**src/rtl/img_fetch_gray.sv**
```systemverilog
// Raster-order frame fetcher: issues source reads, tracks them through the memory
// latency and converts returning RGB332 pixels to 8-bit luminance for the Sobel stage.
module img_fetch_gray #(
  parameter int IMG_W  = 320,
  parameter int IMG_H  = 240,
  parameter int ADDR_W = 17,
  parameter int RD_LAT = 2
) (
  input  logic              clk,
  input  logic              reset,
  input  logic              start,
  input  logic              cont,
  input  logic              stall,
  output logic [ADDR_W-1:0] mem_addr,
  output logic              mem_rd,
  input  logic [7:0]        mem_data,
  output logic [7:0]        rd_data,
  output logic              val,
  output logic              sof,
  output logic              busy,
  output logic              frame_done
);

  localparam int NPIX = IMG_W * IMG_H;
  localparam logic [ADDR_W-1:0] LAST_ADDR = ADDR_W'(NPIX - 1);

  typedef enum logic [1:0] {IDLE, RUN, DRAIN, DONE} state_t;

  state_t            state_reg, state_next;
  logic [ADDR_W-1:0] count_reg, count_next;
  logic              first_reg, first_next;
  logic              issue;

  logic [RD_LAT-1:0] pv_reg;
  logic [RD_LAT-1:0] ps_reg;
  logic              tap_v;
  logic              tap_s;

  logic [2:0] px_r, px_g;
  logic [1:0] px_b;
  logic [7:0] r8, g8, b8;
  logic [7:0] gray;

  logic [7:0] rd_data_reg;
  logic       val_reg;
  logic       sof_reg;

  always_ff @(posedge clk or negedge reset) begin
    if (!reset) begin
      state_reg <= IDLE;
      count_reg <= '0;
      first_reg <= 1'b0;
    end else begin
      state_reg <= state_next;
      count_reg <= count_next;
      first_reg <= first_next;
    end
  end

  always_comb begin
    state_next = state_reg;
    count_next = count_reg;
    first_next = first_reg;
    issue      = 1'b0;
    busy       = 1'b0;
    frame_done = 1'b0;
    case (state_reg)
      IDLE: begin
        if (start) begin
          state_next = RUN;
          count_next = '0;
          first_next = 1'b1;
        end
      end
      RUN: begin
        busy  = 1'b1;
        issue = ~stall;
        if (issue) begin
          first_next = 1'b0;
          // The counter parks on the last address so mem_addr never leaves the frame.
          if (count_reg == LAST_ADDR) state_next = DRAIN;
          else                        count_next = count_reg + ADDR_W'(1);
        end
      end
      DRAIN: begin
        busy = 1'b1;
        if (pv_reg == '0) state_next = DONE;
      end
      DONE: begin
        frame_done = 1'b1;
        count_next = '0;
        if (cont) begin
          state_next = RUN;
          first_next = 1'b1;
        end else begin
          state_next = IDLE;
        end
      end
      default: state_next = IDLE;
    endcase
  end

  assign mem_rd   = issue;
  assign mem_addr = count_reg;

  // Read tracker: valid and start-of-frame bits travel alongside each outstanding read.
  generate
    for (genvar gi = 0; gi < RD_LAT; gi++) begin : g_track
      always_ff @(posedge clk or negedge reset) begin
        if (!reset) begin
          pv_reg[gi] <= 1'b0;
          ps_reg[gi] <= 1'b0;
        end else if (gi == 0) begin
          pv_reg[gi] <= issue;
          ps_reg[gi] <= issue & first_reg;
        end else begin
          pv_reg[gi] <= pv_reg[(gi > 0) ? gi - 1 : 0];
          ps_reg[gi] <= ps_reg[(gi > 0) ? gi - 1 : 0];
        end
      end
    end
  endgenerate

  assign tap_v = pv_reg[RD_LAT-1];
  assign tap_s = ps_reg[RD_LAT-1];

  assign px_r = mem_data[7:5];
  assign px_g = mem_data[4:2];
  assign px_b = mem_data[1:0];
  assign r8   = {px_r, px_r, px_r[2:1]};
  assign g8   = {px_g, px_g, px_g[2:1]};
  assign b8   = {px_b, px_b, px_b, px_b};
  // Weights sum to 256, so the 16-bit sum cannot overflow and >>8 stays within 8 bits.
  assign gray = 8'(({8'd0, r8} * 16'd77 + {8'd0, g8} * 16'd150 + {8'd0, b8} * 16'd29) >> 8);

  always_ff @(posedge clk or negedge reset) begin
    if (!reset) begin
      rd_data_reg <= '0;
      val_reg     <= 1'b0;
      sof_reg     <= 1'b0;
    end else begin
      val_reg <= tap_v;
      sof_reg <= tap_v & tap_s;
      if (tap_v) rd_data_reg <= gray;
    end
  end

  assign rd_data = rd_data_reg;
  assign val     = val_reg;
  assign sof     = sof_reg;

endmodule

```
**config.mk**
```make
export PLATFORM = sky130hd
export DESIGN_NAME = img_fetch_gray
export DESIGN_NICKNAME = d
export VERILOG_FILES = /design/src/rtl/img_fetch_gray.sv
export SDC_FILE = /design/constraint.sdc
export NUM_CORES = 1
export LEC_CHECK = 0
export CORE_ASPECT_RATIO = 0.7
export CORE_MARGIN = 2
export CORE_UTILIZATION = 38
export CTS_BUF_LIST = sky130_fd_sc_hd__clkbuf_4 sky130_fd_sc_hd__clkbuf_8 sky130_fd_sc_hd__clkbuf_16
export DETAILED_ROUTE_END_ITERATION = 6
export PLACE_DENSITY = 0.65
export SLEW_MARGIN = 10
export SYNTH_ARGS = -nofsm -noshare
export SYNTH_HDL_FRONTEND = slang
export SYNTH_SLANG_ARGS = --single-unit
export TNS_END_PERCENT = 1
```
**constraint.sdc**
```tcl
create_clock -name clk -period 1.9 [get_ports clk]
set_input_delay 0.38 -clock clk [delete_from_list [all_inputs] [get_ports clk]]
set_output_delay 0.38 -clock clk [all_outputs]
set_load 0.1 [all_outputs]
```
==> out/metrics.cfg, run 1 <==
[synth]
ys_seq_area_share_pct = 19.8
synth_top_area_share_pct = 23.0
synth.area.top_cells = ha_1, dfrtp_1, fa_1
avgSynthCellArea_um2 = 9.42
synth_top_area_cell = ha_1
synthAdderAreaFrac_pct = 37.5
post-synth-top-count-cell = inv_1
synthMuxAreaShare_pct = 3.18
synth_top_family_by_area = adder cells
synth_common_cells = inv_1, ha_1, dfrtp_1, fa_1, nor2_1
synth_nets = 579
ys.flop_type = dfrtp_1
synthesis.area_mm2 = 0.00429
synth.distinct_cells = 63
synth_edf_count = 0
synth_xor_area_share_pct = 5.91
synth-simple-area-share_pct = 11.8
yosysWarningCount = 0
ys_ff_latch = 34
synth-compound-area-share_pct = 13.1
synthCells = 456
ys_async_sr_fraction_pct = 100

[pwr]
pwr_density_cell_mw_per_mm2 = 1840
p_int_mw = 6.29
leakagePower_nw = 3.33
comb_power_share_pct = 84.5
pwr-share-seq_pct = 9.3
clockPowerShare_pct = 6.2
swShare_pct = 48.1
power_switching_mw = 5.82
vdd_ir_drop_max_v = 0.00153

[sta]
setup_viol = 10
maxSlewHeadroom_pct = 72.1
final_hold_viol_count = 0
setup_tns_ps = -28940
fin_crit_sh_pct = 301
fin_ws_ps = -3810
max_freq_mhz = 175
worst_pin_slew_ps = 415
slew_violations = 0
grt_setup_unrepaired = true
skew_ps = 10.1
layout_min_cycle_time_ps = 5710

[clock_tree]
cts_tree = yes
cts.sinks = 34
clkLatencyLatePin_ps = 280
clk_pin_slew_ps = 50
numCtsBuffers = 5
clock-root-buffer = clkbuf_16
cts_buffer_depth = 2
h-tree-depth = 2

[routing]
drt-vias-per-instance = 4.86
drt-total-wl_mm = 11.0
detail_route.wl_per_cell_um = 14.2
drc = 0
postRouteAntennaNets = 0
dr.first_iter.drc_count = 183
vias = 3758
drtPass1Iterations = 4

[worst_setup_path]
cp_slowest_stage_delay_ps = 580
cp_max_fo = 4
setup.worst_path.start = mem_data[3]
r2r_start = state_reg[0]
worst_ep_arrival_time_ps = 5870
cp_top_family = adder cells
start_kind = input pin
worstSetupPathType = in -> reg
path_buf_inv = 5
cp.required_ps = 2060
crit_slowest_cell = fa_1
worstSetupEndpointType = flip-flop
reg2reg_slack_ps = -30

[run_status]
status = finished, violations left
violations = negative setup slack

[die]
die_area_mm2 = 0.0122
fp.dieH_um = 92.9
core_area_mm2 = 0.0110
die_w_um = 131
num_rows = 32
num_io_pins = 43
initial_utilization_pct = 39.0

[cells_and_area]
largest_register_ffs = 17
drive_gt1_share_pct = 39.5
n_antenna_cell = 0
synthToLayoutAreaGrowth_pct = 53.5
nets = 744
final_area_mm2 = 0.00659
layoutNonFillerInstCount = 774

[placed_design]
place_congestion = 0.882
hpwlAfterDp_mm = 8.95
place_ws_ps = -4740
dp.cells = 755
io_buffers = 42
postPlaceCellArea_mm2 = 0.00609

[grt]
antenna_found_initial = 0
grt.total_usage_pct = 19.3
grt_pass1_wl_mm = 18.6
grt_max_degree = 35
grt-ovfl-total = 0
first_global_vias = 3924

[min_path]
hp-start = pv_reg[0]
hold_class = reg -> reg

[flow_run]
drv_cap = 0

-- through the flow --
step / hold WS, ps / utilization [%] / power (mW)
after floorplan: 84.4 / - / 7.33
after global placement: 356 / 55.3 / 10.1
after detailed placement: 363 / 55.3 / 10.4
after CTS: 375 / 58.2 / 11.7
after global routing: 410 / 59.9 / 13.2
final: 372 / 59.9 / 12.1
-- cell families after synthesis --
| family | count (synthesis) |
|---|---|
| fa+ha+maj | 110 |
| buf+inv | 99 |
| simple gates | 95 |
| compound gates | 77 |
| flops | 34 |
| xor+xnor | 29 |
| mux | 12 |
-- worst paths after layout --
| kind | cells after the start | endpoint |
|---|---|---|
| worst max-delay path | 25 | rd_data[7] |
| worst min-delay path | 0 | tap_v |
| worst max register to register | 9 | mem_addr[16] |
| worst min register to register | 0 | tap_v |
| max in group asynchronous | 2 | rd_data[1] |
| min in group asynchronous | 2 | mem_addr[12] |
-- per-layer routing --
layer | vias up | share of wire [%] | GRT usage (%)
li1 | 1863 | - | -
met5 | - | 0 | 0
met2 | 52 | 45 | 29.4
met4 | 0 | 0.34 | 2.22
met1 | 1839 | 51 | 29.6
met3 | 4 | 4.1 | 3.00
-- worst register-to-register path: stages (launching register included) --
cell	delay (ps)
dfrtp_1	340
inv_1	60
buf_4	140
ha_2	180
a211oi_2	190
buf_4	160
and3_4	200
nand3_1	100
or3_1	350
a21oi_2	140
-- power groups by stage --
stage	logic, mW	registers (mW)	clock network, mW
3_3_place_gp	8.97	1.12	0
6_report	10.2	1.12	0.747
3_5_place_dp	9.26	1.12	0
5_1_grt	11.2	1.15	0.803
4_1_cts	9.83	1.12	0.772
2_1_floorplan	4.87	2.46	0
-- repair_timing --
item	CTS	global route
pin swaps	28	26
endpoints found under the setup margin	19	27
buffers inserted	8	5
gates resized for setup	40	43
hold buffers	0	0
-- layout by cell type, fill, tap and decap left out, types with 3 or more instances in the layout --
master | synthesis | final
nor2_1 | 25 | 19
nand4_1 | 7 | 7
clkbuf_16 | 0 | 5
a22o_1 | 9 | 9
xor2_1 | 13 | 12
buf_4 | 1 | 123
a21o_1 | 6 | 6
buf_12 | 0 | 28
a21oi_2 | 2 | 8
and3_4 | 0 | 3
and3_1 | 7 | 4
o21ai_0 | 17 | 12
or2_2 | 3 | 3
mux2_2 | 8 | 7
ha_1 | 79 | 64
clkdlybuf4s50_1 | 0 | 9
inv_1 | 91 | 82
a21oi_1 | 12 | 4
inv_2 | 0 | 7
ha_2 | 0 | 5
nand3_2 | 0 | 3
nand3_1 | 13 | 10
fa_1 | 31 | 29
buf_6 | 0 | 4
nand2_1 | 14 | 13
o31ai_1 | 4 | 4
dfrtp_1 | 34 | 34
xnor2_1 | 16 | 15
ha_4 | 0 | 10
nor2_2 | 1 | 6
and2_1 | 3 | 3
o21ai_1 | 2 | 7
-- layout make-up --
type                            count  area, um2
Inverter                           91        357
Clock inverter                      2       10.0
Tap cell                          153        191
Clock buffer                        5        125
Multi-Input combinational cell    323       3420
Timing Repair Buffer              166       1640
Sequential cell                    34        851
Fill cell                         885       4420
(Power assumes the default switching activity.)
==> run 2, diff against run 1 <==
MAX_ROUTING_LAYER = met4   (was not set)
==> run 2 against run 1 <==
  * The flow still finishes with violations (negative setup slack)
  * Combinational power about the same
  * First-iteration DRC count is 9.8% higher
  * Count of clock-buffer cells in the layout rose by 2
  * Cell area about the same
  * Register-to-register slack got worse by 20 ps
  * Worst setup slack got worse by 19 ps
  * Clock skew fell by 4.7 ps
  * Global-route usage rose by 0.85 points
  * Flip-flop and latch count unchanged
  * Critical path type unchanged
  * Highest routed layer unchanged
==> out/metrics.cfg, run 2 (synthesized netlist as in run 1, its figures left out) <==
[run_status]
status = finished, violations left
violations = negative setup slack

[grt]
grt_pass1_wl_mm = 18.9
grt-ovfl-total = 0
antenna_found_initial = 0
grt_max_degree = 35
first_global_vias = 3977
grt.total_usage_pct = 20.2

[routing]
drc = 0
drtPass1Iterations = 4
detail_route.wl_per_cell_um = 14.5
dr.first_iter.drc_count = 201
drt-total-wl_mm = 11.2
postRouteAntennaNets = 0
drt-vias-per-instance = 4.86
vias = 3748

[placed_design]
dp.cells = 752
place_congestion = 0.903
io_buffers = 42
place_ws_ps = -4780
hpwlAfterDp_mm = 9.17

[pwr]
p_total_mw = 12.4
pwr-share-seq_pct = 9.1
swShare_pct = 48.2
power_switching_mw = 5.97
p_int_mw = 6.41
vdd_ir_drop_max_v = 0.00136
leakagePower_nw = 3.32
comb_power_share_pct = 84.1
pwr_density_cell_mw_per_mm2 = 1880
clockPowerShare_pct = 6.7

[cells_and_area]
n_fill_cell = 884
largest_register_ffs = 17
layoutNonFillerInstCount = 771
synthToLayoutAreaGrowth_pct = 53.6
final_common_cell = buf_4
final_cell_mix = buf_4, inv_1, ha_1, dfrtp_1, buf_12
n_antenna_cell = 0
multiInputGateArea_mm2 = 0.00343
regArea_um2 = 851
nets = 740
drive_gt1_share_pct = 39.0

[worst_setup_path]
cp_common_cell = ha_4
cp_max_fo = 4
worstSetupEndpointType = flip-flop
worstSetupPathType = in -> reg
worst_ep_arrival_time_ps = 5900
cp.required_ps = 2070
cp_slowest_stage_delay_ps = 580
crit_slowest_cell = fa_1
start_kind = input pin

[sta]
worst_pin_slew_ps = 491
final_hold_viol_count = 0
layout_min_cycle_time_ps = 5730
fin_ws_ps = -3830
skew_ps = 5.40
slew_violations = 0
maxSlewHeadroom_pct = 66.9
grt_setup_unrepaired = true
max_freq_mhz = 174
fin_crit_sh_pct = 302
setup_viol = 11

[die]
core_area_mm2 = 0.0110
die_area_mm2 = 0.0122
fp.dieH_um = 92.9
num_io_pins = 43
die_w_um = 131
num_rows = 32
initial_utilization_pct = 39.0

[clock_tree]
numCtsBuffers = 5
cts_buffer_depth = 2
clkLatencyLatePin_ps = 280
ctsHoldBuffers = 0
clk_pin_slew_ps = 50
cts_tree = yes
cts.sinks = 34
h-tree-depth = 2
clock-root-buffer = clkbuf_16

[flow_run]
drv_cap = 0

[min_path]
hold_class = reg -> reg

-- run 2: cell count changes in the layout (fill, tap and decap cells not counted), moves of 4 or more --
cell     change
ha_2         -4
inv_1        -4
inv_2        +4
o21ai_0      +4
o21ai_1      -4
-- run 2: timing repair --
item / in CTS / in global routing
gates resized for setup: 40 / 39
pin swaps: 20 / 28
endpoints found under the setup margin: 18 / 28
buffers inserted: 6 / 6
-- run 2: final cells by class --
class	count	area share (%)
multi-input cells	323	51.9
repair buffers	162	24.5
flip-flops and latches	34	12.9
inverters	91	5.41
well taps	153	2.90
clock buffers	7	2.22
clock inverters	1	0.0759
-- run 2: worst paths after layout --
kind | start | endpoint | slack [ps] | depth (start not counted)
worst max-delay path | mem_data[2] | rd_data[7] | -3830 | 26
min in group asynchronous | reset | mem_addr[12] | 510 | 2
max in group asynchronous | reset | tap_v | 1070 | 2
worst max register to register | state_reg[0] | mem_addr[15] | -50 | 9
worst min register to register | pv_reg[0] | tap_v | 370 | 0
worst min-delay path | pv_reg[0] | tap_v | 370 | 0
-- run 2: through the flow --
stage / util [%] / instance area [um2] / setup TNS (ps) / hold slack [ps]
3_3_place_gp: 55.1 / 6070 / -36520 / 358
4_1_cts: 58.0 / 6380 / -29510 / 371
3_5_place_dp: 55.1 / 6070 / -38420 / 359
2_1_floorplan: - / 4410 / -41130 / 84.4
5_1_grt: 59.9 / 6600 / -30920 / 383
6_report: 59.9 / 6600 / -28700 / 374
-- run 2: worst max-delay path: cells and delay by family --
kind            cells  cell delay [ps]
compound gates      5              860
xor+xnor            2              290
fa+ha+maj           9             3180
buf+inv             5              290
mux                 1              260
simple gates        4              630
-- run 2: metal layers --
layer	up-vias	global-route usage, %	wire length [um]
met5	-	-	0
met4	0	1.95	44
met3	7	2.95	519
met2	71	31.0	5140
met1	1813	29.4	5490
li1	1857	-	-
-- run 2: power groups by stage --
stage	logic [mW]	registers [mW]	clock network [mW]
after floorplan	4.87	2.46	0
after global placement	8.98	1.12	0
after detailed placement	9.34	1.13	0
after CTS	10.0	1.12	0.847
after global routing	11.4	1.15	0.885
final	10.4	1.13	0.834
